<file path="src/rtl/dmem_arbiter_if.sv">
// Requester and memory-side signals of the two-port data memory arbiter.
// The slave modport is the arbiter; the master modport is the requesters plus the memory.
interface dmem_arbiter_if #(
  parameter int unsigned ADDR_WIDTH = 32,
  parameter int unsigned DATA_WIDTH = 32,
  parameter int unsigned IDX_WIDTH  = 5
);
  logic [1:0]              req_valid;
  logic [1:0]              req_ready;
  logic [1:0]              req_we;
  logic [2*ADDR_WIDTH-1:0] req_addr;
  logic [2*DATA_WIDTH-1:0] req_wdata;
  logic [1:0]              rsp_valid;
  logic                    rsp_err;
  logic [DATA_WIDTH-1:0]   rsp_rdata;
  logic                    mem_en;
  logic                    mem_we;
  logic [IDX_WIDTH-1:0]    mem_idx;
  logic [DATA_WIDTH-1:0]   mem_wdata;
  logic [DATA_WIDTH-1:0]   mem_rdata;

  modport slave (
    input  req_valid, req_we, req_addr, req_wdata, mem_rdata,
    output req_ready, rsp_valid, rsp_err, rsp_rdata,
           mem_en, mem_we, mem_idx, mem_wdata
  );

  modport master (
    output req_valid, req_we, req_addr, req_wdata, mem_rdata,
    input  req_ready, rsp_valid, rsp_err, rsp_rdata,
           mem_en, mem_we, mem_idx, mem_wdata
  );
endinterface

</file>
<file path="src/rtl/dmem_arbiter.sv">
// Round-robin arbiter and sequencer for the single-port data memory:
// one access per 3 cycles, fixed accept-to-response latency of 2 cycles.
module dmem_arbiter #(
  parameter int unsigned ADDR_WIDTH = 32,
  parameter int unsigned DATA_WIDTH = 32,
  parameter int unsigned MEM_DEPTH  = 32,
  parameter int unsigned IDX_WIDTH  = $clog2(MEM_DEPTH)
) (
  input logic           clk,
  input logic           reset,
  dmem_arbiter_if.slave bus
);

  localparam int unsigned UPPER_W = ADDR_WIDTH - 2;

  typedef enum logic [1:0] {IDLE, ACCESS, RESP} state_t;

  state_t                r_state;
  logic                  r_rr_last;
  logic                  r_owner;
  logic                  r_we;
  logic                  r_legal;
  logic [1:0]            r_rsp_valid;
  logic                  r_rsp_err;
  logic                  r_mem_en;
  logic                  r_mem_we;
  logic [IDX_WIDTH-1:0]  r_mem_idx;
  logic [DATA_WIDTH-1:0] r_mem_wdata;

  logic                  w_win;
  logic [1:0]            w_ready;
  logic                  w_accept;
  logic                  w_we;
  logic [ADDR_WIDTH-1:0] w_addr;
  logic [DATA_WIDTH-1:0] w_wdata;
  logic                  w_legal;

  // Winner selection and combinational ready; ready is held low while in reset.
  always_comb begin
    w_win   = (bus.req_valid == 2'b11) ? ~r_rr_last : bus.req_valid[1];
    w_ready = 2'b00;
    if (reset && (r_state == IDLE) && bus.req_valid[w_win]) begin
      w_ready[w_win] = 1'b1;
    end
    w_accept = |w_ready;
    w_we     = bus.req_we[w_win];
    w_addr   = w_win ? bus.req_addr[2*ADDR_WIDTH-1:ADDR_WIDTH] : bus.req_addr[ADDR_WIDTH-1:0];
    w_wdata  = w_win ? bus.req_wdata[2*DATA_WIDTH-1:DATA_WIDTH] : bus.req_wdata[DATA_WIDTH-1:0];
    // Full upper-bit compare so out-of-range addresses never alias into memory.
    w_legal  = (w_addr[1:0] == 2'b00) && (w_addr[ADDR_WIDTH-1:2] < UPPER_W'(MEM_DEPTH));
  end

  always_ff @(posedge clk or negedge reset) begin
    if (!reset) begin
      r_state     <= IDLE;
      r_rr_last   <= 1'b1;
      r_owner     <= 1'b0;
      r_we        <= 1'b0;
      r_legal     <= 1'b0;
      r_rsp_valid <= 2'b00;
      r_rsp_err   <= 1'b0;
      r_mem_en    <= 1'b0;
      r_mem_we    <= 1'b0;
      r_mem_idx   <= '0;
      r_mem_wdata <= '0;
    end else begin
      case (r_state)
        IDLE: begin
          if (w_accept) begin
            r_state     <= ACCESS;
            r_owner     <= w_win;
            r_rr_last   <= w_win;
            r_we        <= w_we;
            r_legal     <= w_legal;
            r_mem_en    <= w_legal;
            r_mem_we    <= w_legal & w_we;
            r_mem_idx   <= w_legal ? w_addr[IDX_WIDTH+1:2] : '0;
            r_mem_wdata <= w_legal ? w_wdata : '0;
          end
        end
        ACCESS: begin
          r_state     <= RESP;
          r_mem_en    <= 1'b0;
          r_mem_we    <= 1'b0;
          r_mem_idx   <= '0;
          r_mem_wdata <= '0;
          r_rsp_valid <= r_owner ? 2'b10 : 2'b01;
          r_rsp_err   <= ~r_legal;
        end
        RESP: begin
          r_state     <= IDLE;
          r_rsp_valid <= 2'b00;
          r_rsp_err   <= 1'b0;
        end
        default: r_state <= IDLE;
      endcase
    end
  end

  // Memory read data arrives in RESP, so load data is forwarded straight through.
  assign bus.rsp_rdata = ((r_state == RESP) && r_legal && !r_we) ? bus.mem_rdata : '0;
  assign bus.req_ready = w_ready;
  assign bus.rsp_valid = r_rsp_valid;
  assign bus.rsp_err   = r_rsp_err;
  assign bus.mem_en    = r_mem_en;
  assign bus.mem_we    = r_mem_we;
  assign bus.mem_idx   = r_mem_idx;
  assign bus.mem_wdata = r_mem_wdata;

endmodule
</file>
<file path="src/flat_wrapper.sv">
// flat-port wrapper written by rule: the top's interface ports become plain ports
module dmem_arbiter_flat 
#(
  parameter int unsigned ADDR_WIDTH = 32,
  parameter int unsigned DATA_WIDTH = 32,
  parameter int unsigned MEM_DEPTH  = 32,
  parameter int unsigned IDX_WIDTH  = $clog2(MEM_DEPTH)
)
  (clk, reset, bus_req_valid, bus_req_we, bus_req_addr, bus_req_wdata, bus_mem_rdata, bus_req_ready, bus_rsp_valid, bus_rsp_err, bus_rsp_rdata, bus_mem_en, bus_mem_we, bus_mem_idx, bus_mem_wdata);
  dmem_arbiter_if #(.ADDR_WIDTH(ADDR_WIDTH), .DATA_WIDTH(DATA_WIDTH), .IDX_WIDTH(IDX_WIDTH)) bus_i ();
  input logic clk;
  input logic reset;
  input wire logic [$bits(bus_i.req_valid)-1:0] bus_req_valid;
  input wire logic [$bits(bus_i.req_we)-1:0] bus_req_we;
  input wire logic [$bits(bus_i.req_addr)-1:0] bus_req_addr;
  input wire logic [$bits(bus_i.req_wdata)-1:0] bus_req_wdata;
  input wire logic [$bits(bus_i.mem_rdata)-1:0] bus_mem_rdata;
  output wire logic [$bits(bus_i.req_ready)-1:0] bus_req_ready;
  output wire logic [$bits(bus_i.rsp_valid)-1:0] bus_rsp_valid;
  output wire logic [$bits(bus_i.rsp_err)-1:0] bus_rsp_err;
  output wire logic [$bits(bus_i.rsp_rdata)-1:0] bus_rsp_rdata;
  output wire logic [$bits(bus_i.mem_en)-1:0] bus_mem_en;
  output wire logic [$bits(bus_i.mem_we)-1:0] bus_mem_we;
  output wire logic [$bits(bus_i.mem_idx)-1:0] bus_mem_idx;
  output wire logic [$bits(bus_i.mem_wdata)-1:0] bus_mem_wdata;
  assign bus_i.req_valid = bus_req_valid;
  assign bus_i.req_we = bus_req_we;
  assign bus_i.req_addr = bus_req_addr;
  assign bus_i.req_wdata = bus_req_wdata;
  assign bus_i.mem_rdata = bus_mem_rdata;
  assign bus_req_ready = bus_i.req_ready;
  assign bus_rsp_valid = bus_i.rsp_valid;
  assign bus_rsp_err = bus_i.rsp_err;
  assign bus_rsp_rdata = bus_i.rsp_rdata;
  assign bus_mem_en = bus_i.mem_en;
  assign bus_mem_we = bus_i.mem_we;
  assign bus_mem_idx = bus_i.mem_idx;
  assign bus_mem_wdata = bus_i.mem_wdata;
  dmem_arbiter #(.ADDR_WIDTH(ADDR_WIDTH), .DATA_WIDTH(DATA_WIDTH), .MEM_DEPTH(MEM_DEPTH), .IDX_WIDTH(IDX_WIDTH)) u_core (.clk(clk), .reset(reset), .bus(bus_i));
endmodule
</file>
<file path="config.mk">
export PLATFORM = sky130hd
export DESIGN_NAME = dmem_arbiter_flat
export DESIGN_NICKNAME = d
export VERILOG_FILES = /design/src/rtl/dmem_arbiter_if.sv /design/src/rtl/dmem_arbiter.sv /design/src/flat_wrapper.sv
export SDC_FILE = /design/constraint.sdc
export NUM_CORES = 1
export LEC_CHECK = 0
export ABC_AREA = 1
export CORE_ASPECT_RATIO = 1.2
export CORE_MARGIN = 2
export CORE_UTILIZATION = 34
export DETAILED_ROUTE_END_ITERATION = 10
export PLACE_DENSITY = 0.91
export SKIP_CTS_REPAIR_TIMING = 1
export SLEW_MARGIN = 20
export SYNTH_ARGS = -nofsm -noshare
export SYNTH_HDL_FRONTEND = slang
export SYNTH_SLANG_ARGS = --single-unit
export TNS_END_PERCENT = 30
</file>
<file path="constraint.sdc">
create_clock -name clk -period 2.3 [get_ports clk]
set_clock_uncertainty 0.1 [all_clocks]
set_input_delay 0.46 -clock clk [delete_from_list [all_inputs] [get_ports clk]]
set_output_delay 0.46 -clock clk [all_outputs]
set_load 0.05 [all_outputs]
</file>
# Word-level counts from Yosys, hierarchy flattened
# Index checks and enable logic that the tools add are counted.
[op_classes] n_lt_le_gt_ge=3 n_addsub=0 n_reduce_logical=14 bitwise_logic=3 div=0 n_mux=26 eq_ne=4 multipliers=0 shifts=0
[ops] op="two-way mux 32 bit" n=5
[ops] op="one-hot mux 32 bit (2 select lines)" n=1
[ops] op="< comparator 30 x 6 -> 1 bit, second input constant" n=1
[ops] op="two-way mux 5 bit" n=2
[ops] op="one-hot mux 5 bit (2 select lines)" n=1
[ops] op="two-way mux 1 bit" n=8
[ops] op="one-hot mux 2 bit (2 select lines)" n=2
[ops] op="logical AND 1 bit" n=6
[ops] op="two-way mux 2 bit" n=3
[ops] op="one-hot mux 1 bit (2 select lines)" n=3
[ops] op="== test 2 bit, second input constant" n=2
[ops] op="logical NOT 2 bit" n=2
[ops] op="AND reduction 2 bit" n=2
[ops] op="nonzero test 2 bit" n=2
[ops] op="== test 2 x 1 -> 1 bit, second input constant" n=1
[ops] op="< comparator 1 x 2 -> 1 bit, second input constant" n=1
[ops] op="inequality test 2 x 1 -> 1 bit, second input constant" n=1
[ops] op="inverter 1 bit" n=2
[ops] op="OR reduction 2 bit" n=1
[ops] op="bitwise AND 1 bit" n=1
[ops] op="demux 1 bit (select 1 bit)" n=1
[ops] op="greater-or-equal comparator 1 bit, second input constant" n=1
[ops] op="logical NOT 1 bit" n=1
[word_totals] wordCells=61 latch_bits=0 mem_bits_ro=0 mem_bits_rw=0 memories=0 ff_bits=48

# Depth between registers and ports, before layout
[logic_depth] word_depth=10 mapped_depth=11 depth_no_buf=9

# Worst setup path after synthesis
# Ideal clock, no wire load.
[synth_path] kind="reg-to-output" from="register u_core.r_state[0]" to="output bus_req_ready[0]" t_required_ps=1740 slack_ps=43 arrival_ps=1697 path_stages_with_launch=7 n_path_buf=0 cell_sequence="dfrtp_1 > inv_1 > ha_1 > nand2_1 > nor2_4 > inv_4 > nor2_1"
[synth_between] elab_chain_len=4
[synth_lines] item="start: declaration" line_no="dmem_arbiter.sv:18" text="state_t r_state;"
[synth_lines] item="start signal: assignment" line_no="dmem_arbiter.sv:55" text="r_state <= IDLE;"
[synth_lines] item="start signal: assignment" line_no="dmem_arbiter.sv:70" text="r_state <= ACCESS;"
[synth_lines] item="start signal: assignment" line_no="dmem_arbiter.sv:82" text="r_state <= RESP;"
[synth_lines] item="logical NOT 2 bit" line_no="dmem_arbiter.sv:42" text="if (reset && (r_state == IDLE) && bus.req_valid[w_win]) begin"
[synth_lines] item="logical AND 1 bit (2 in a row)" line_no="dmem_arbiter.sv:42"
[synth_lines] item="two-way mux 2 bit" line_no="dmem_arbiter.sv:42"
[synth_lines] item="end: declaration" line_no="flat_wrapper.sv:18" text="output wire logic [$bits(bus_i.req_ready)-1:0] bus_req_ready;"
# Every way passes these cells.

# Final worst setup path
[layout_path] from="register u_core.r_state[0]" to="output bus_rsp_rdata[7]"
[layout_between] elab_chain_len=4
[layout_lines] item="== test 2 bit" line_no="dmem_arbiter.sv:101" text="assign bus.rsp_rdata = ((r_state == RESP) && r_legal && !r_we) ? bus.mem_rdata : '0;"
[layout_lines] item="logical AND 1 bit (2 in a row)" line_no="dmem_arbiter.sv:101"
[layout_lines] item="two-way mux 32 bit" line_no="dmem_arbiter.sv:101"
[layout_lines] item="end: declaration" line_no="flat_wrapper.sv:21" text="output wire logic [$bits(bus_i.rsp_rdata)-1:0] bus_rsp_rdata;"
# Every way passes these cells.

==> results.cfg <==
[run_status]
status = finished, final reports clean

[clock_tree]
cts.sinks = 48
clk_latency_ns = 0.28
clk_pin_slew_ns = 0.09
clockRootBuffer = clkbuf_8
htreeDepth = 2
clockBufferDepth = 2
numCtsBuffers = 5
cts_tree = built

[sta]
finalCritPeriodShare_pct = 99.8
relSlewSlack_pct = 56.9
final.setup.tns_ns = 0
finalMaxSlewViolations = 0
hold_viol = 0
period_needed_ns = 2.30
setup_viol = 0
fmax_mhz = 436
grt_setup_unrepaired = yes
worst_pin_slew_ns = 0.645

[worst_setup_path]
cp_slowest_stage_delay_ns = 0.40
endpoint_kind = output port
crit_slowest_cell = dfrtp_1
worstPathMaxFanout = 8
path_buf_inv = 4
r2r_start = u_core.r_state[1]$_DFFE_PN0P_
crit_arrival_ns = 1.74
critical_path_class = flop to output port
startpoint = u_core.r_state[0]$_DFFE_PN0P_
crit_family = buffers and inverters
critPathLaunchType = flop
cp_common_cell = inv_2
path_cells = inv_2 -> ha_4 -> inv_2 -> nor2_4 -> nand2_4 -> clkbuf_16 -> nor2_2 -> buf_12
required_ns = 1.74

[floorplan]
initial_utilization_pct = 35.2
num_io_pins = 242
die_width_um = 90.5
dieArea_um2 = 9750
die_y_um = 108
rows = 37
core_area_um2 = 8660

[place]
place_hpwl_um = 9220
place_inst = 839
portBuffers = 241
gp_congestion = 0.864
placed_area_um2 = 5920

[finish]
final_util_pct = 73.3
area_growth_pct = 108
n_antenna_cell = 0
fillers = 597
layout.nets = 902
final_cell_area_um2 = 6350
drive_gt1_share_pct = 14.6
stdcell_count = 850

[synth]
ys_seq_area_share_pct = 39.4
postSynthAreaPerCell_um2 = 6.21
synth_top_area_share_pct = 38.6
syn_inst = 491
ys_warn_count = 0
yosysTopAreaCell = dfrtp_1
synth.distinct_cells = 23
synth-seq-cells = 48
syn_area_um2 = 3050
synthesis.nets = 661
synthTopCellsByArea = dfrtp_1, nand2_1, inv_1, nor2_1, nand3_1

[global_route]
antenna_found_initial = 0
grt_first_pass_wirelength_um = 17700
grt_max_degree = 49
overflow = 0
grt_pass1_vias = 3911
track_usage_pct = 22.0

[power]
power_switching_mw = 1.15
p_clk_share_pct = 18.3
comb_power_share_pct = 47.5
internal_power_mw = 1.72
p_seq_share_pct = 34.3
ir_worst_vdd_mv = 0.315
power_density_nw_per_um2 = 453
p_leak_nw = 3.16
switching_share_pct = 40.2

[route]
routed_wl_um = 13100
drt-initial-drc-count = 319
dr.pass1.iters = 5
drc_errors = 0
vias_per_cell = 4.73
routed-via-count = 4019
ant_nets = 0
wl_per_cell_um = 15.5

[min_path]
hold_path_class = input pin to async pin

[flow_run]
cap_violations = 0
==> layer usage <==
| layer | global-route usage (%) | share of wire (%) |
|---|---|---|
| met5 | 0 | 0 |
| met4 | 6.59 | 2.7 |
| met3 | 4.06 | 7.7 |
| met2 | 43.5 | 56 |
| met1 | 23.5 | 34 |
==> cell type report <==
class | count | area, um^2 | share of cell area (%)
Multi-Input combinational cell | 348 | 1700 | 26.8
Inverter | 73 | 277 | 4.36
Sequential cell | 48 | 1200 | 18.9
Clock inverter | 2 | 13.8 | 0.217
Tap cell | 117 | 146 | 2.31
Timing Repair Buffer | 256 | 2920 | 46.1
Clock buffer | 6 | 82.6 | 1.30
==> cell usage in the layout, fill, tap and decap left out, drive strengths merged <==
cell	instances
dfstp	1
clkinv	1
dfrtp	47
or2	1
nor2	62
o21ai	5
nand3	39
clkdlybuf4s50	206
inv	74
ha	4
buf	48
o22ai	3
clkbuf	8
nor3	2
a21oi	1
nand2	227
and2	4
==> sequential cells by signal (all words and copies together), names as in the netlist <==
register              flops
u_core.bus.rsp_valid      2
u_core.bus.mem_idx        5
u_core.bus.mem_en         1
u_core.r_owner            1
u_core.bus.mem_we         1
u_core.r_legal            1
u_core.bus.rsp_err        1
u_core.r_state            2
u_core.bus.mem_wdata     32
u_core.r_rr_last          1
u_core.r_we               1
==> path summary, 6_finish.rpt <==
kind	to	slack (ns)	depth (start not counted)
min	u_core.r_legal$_DFFE_PN0P_	0.22	2
max in group asynchronous	u_core.bus.mem_wdata[19]$_DFFE_PN0P_	1.46	2
max	bus_rsp_rdata[7]	0.005	8
min in group clk	u_core.bus.mem_wdata[5]$_DFFE_PN0P_	0.39	2
max reg2reg	u_core.bus.mem_en$_DFFE_PN0P_	0.29	9
min reg2reg	u_core.bus.mem_wdata[5]$_DFFE_PN0P_	0.39	2
==> power by group through the flow <==
stage | registers (mW) | logic, mW | clock network (mW)
2_1_floorplan | 1.05 | 0.679 | 0
3_3_place_gp | 0.968 | 1.22 | 0
3_5_place_dp | 0.974 | 1.27 | 0
4_1_cts | 0.957 | 1.27 | 0.542
5_1_grt | 0.986 | 1.48 | 0.575
6_report | 0.984 | 1.36 | 0.526
==> cell families (layout without fill, tap and decap cells) <==
kind of cell / Yosys count / count (layout) / synth area share [%]
simple gates: 335 / 335 / 44.1
buf+inv: 95 / 337 / 13.1
flops: 48 / 48 / 39.4
compound gates: 9 / 9 / 1.72
fa+ha+maj: 4 / 4 / 1.64
==> per-stage QoR <==
step,worst slack (ns),hold slack (ns),power [mW]
2_1_floorplan,0.0429,0.0644,1.73
3_3_place_gp,0.120,0.341,2.19
3_5_place_dp,0.0854,0.364,2.24
4_1_cts,-0.156,0.241,2.77
5_1_grt,-0.0442,0.262,3.04
6_report,0.00482,0.225,2.87
==> cell usage after synthesis <==
master / instances
inv_1: 70
ha_1: 4
nor3_1: 2
and2_0: 1
inv_2: 2
o21ai_0: 4
nand2_1: 227
and2_1: 3
o21ai_2: 1
dfrtp_1: 47
nand3_1: 39
buf_6: 2
dfstp_2: 1
buf_4: 3
inv_4: 1
clkbuf_1: 5
nor2_8: 1
nor2_1: 60
buf_2: 12
nor2_4: 1
a21oi_1: 1
o22ai_1: 3
or2_2: 1
No activity file was read; power rests on OpenSTA's default activity.
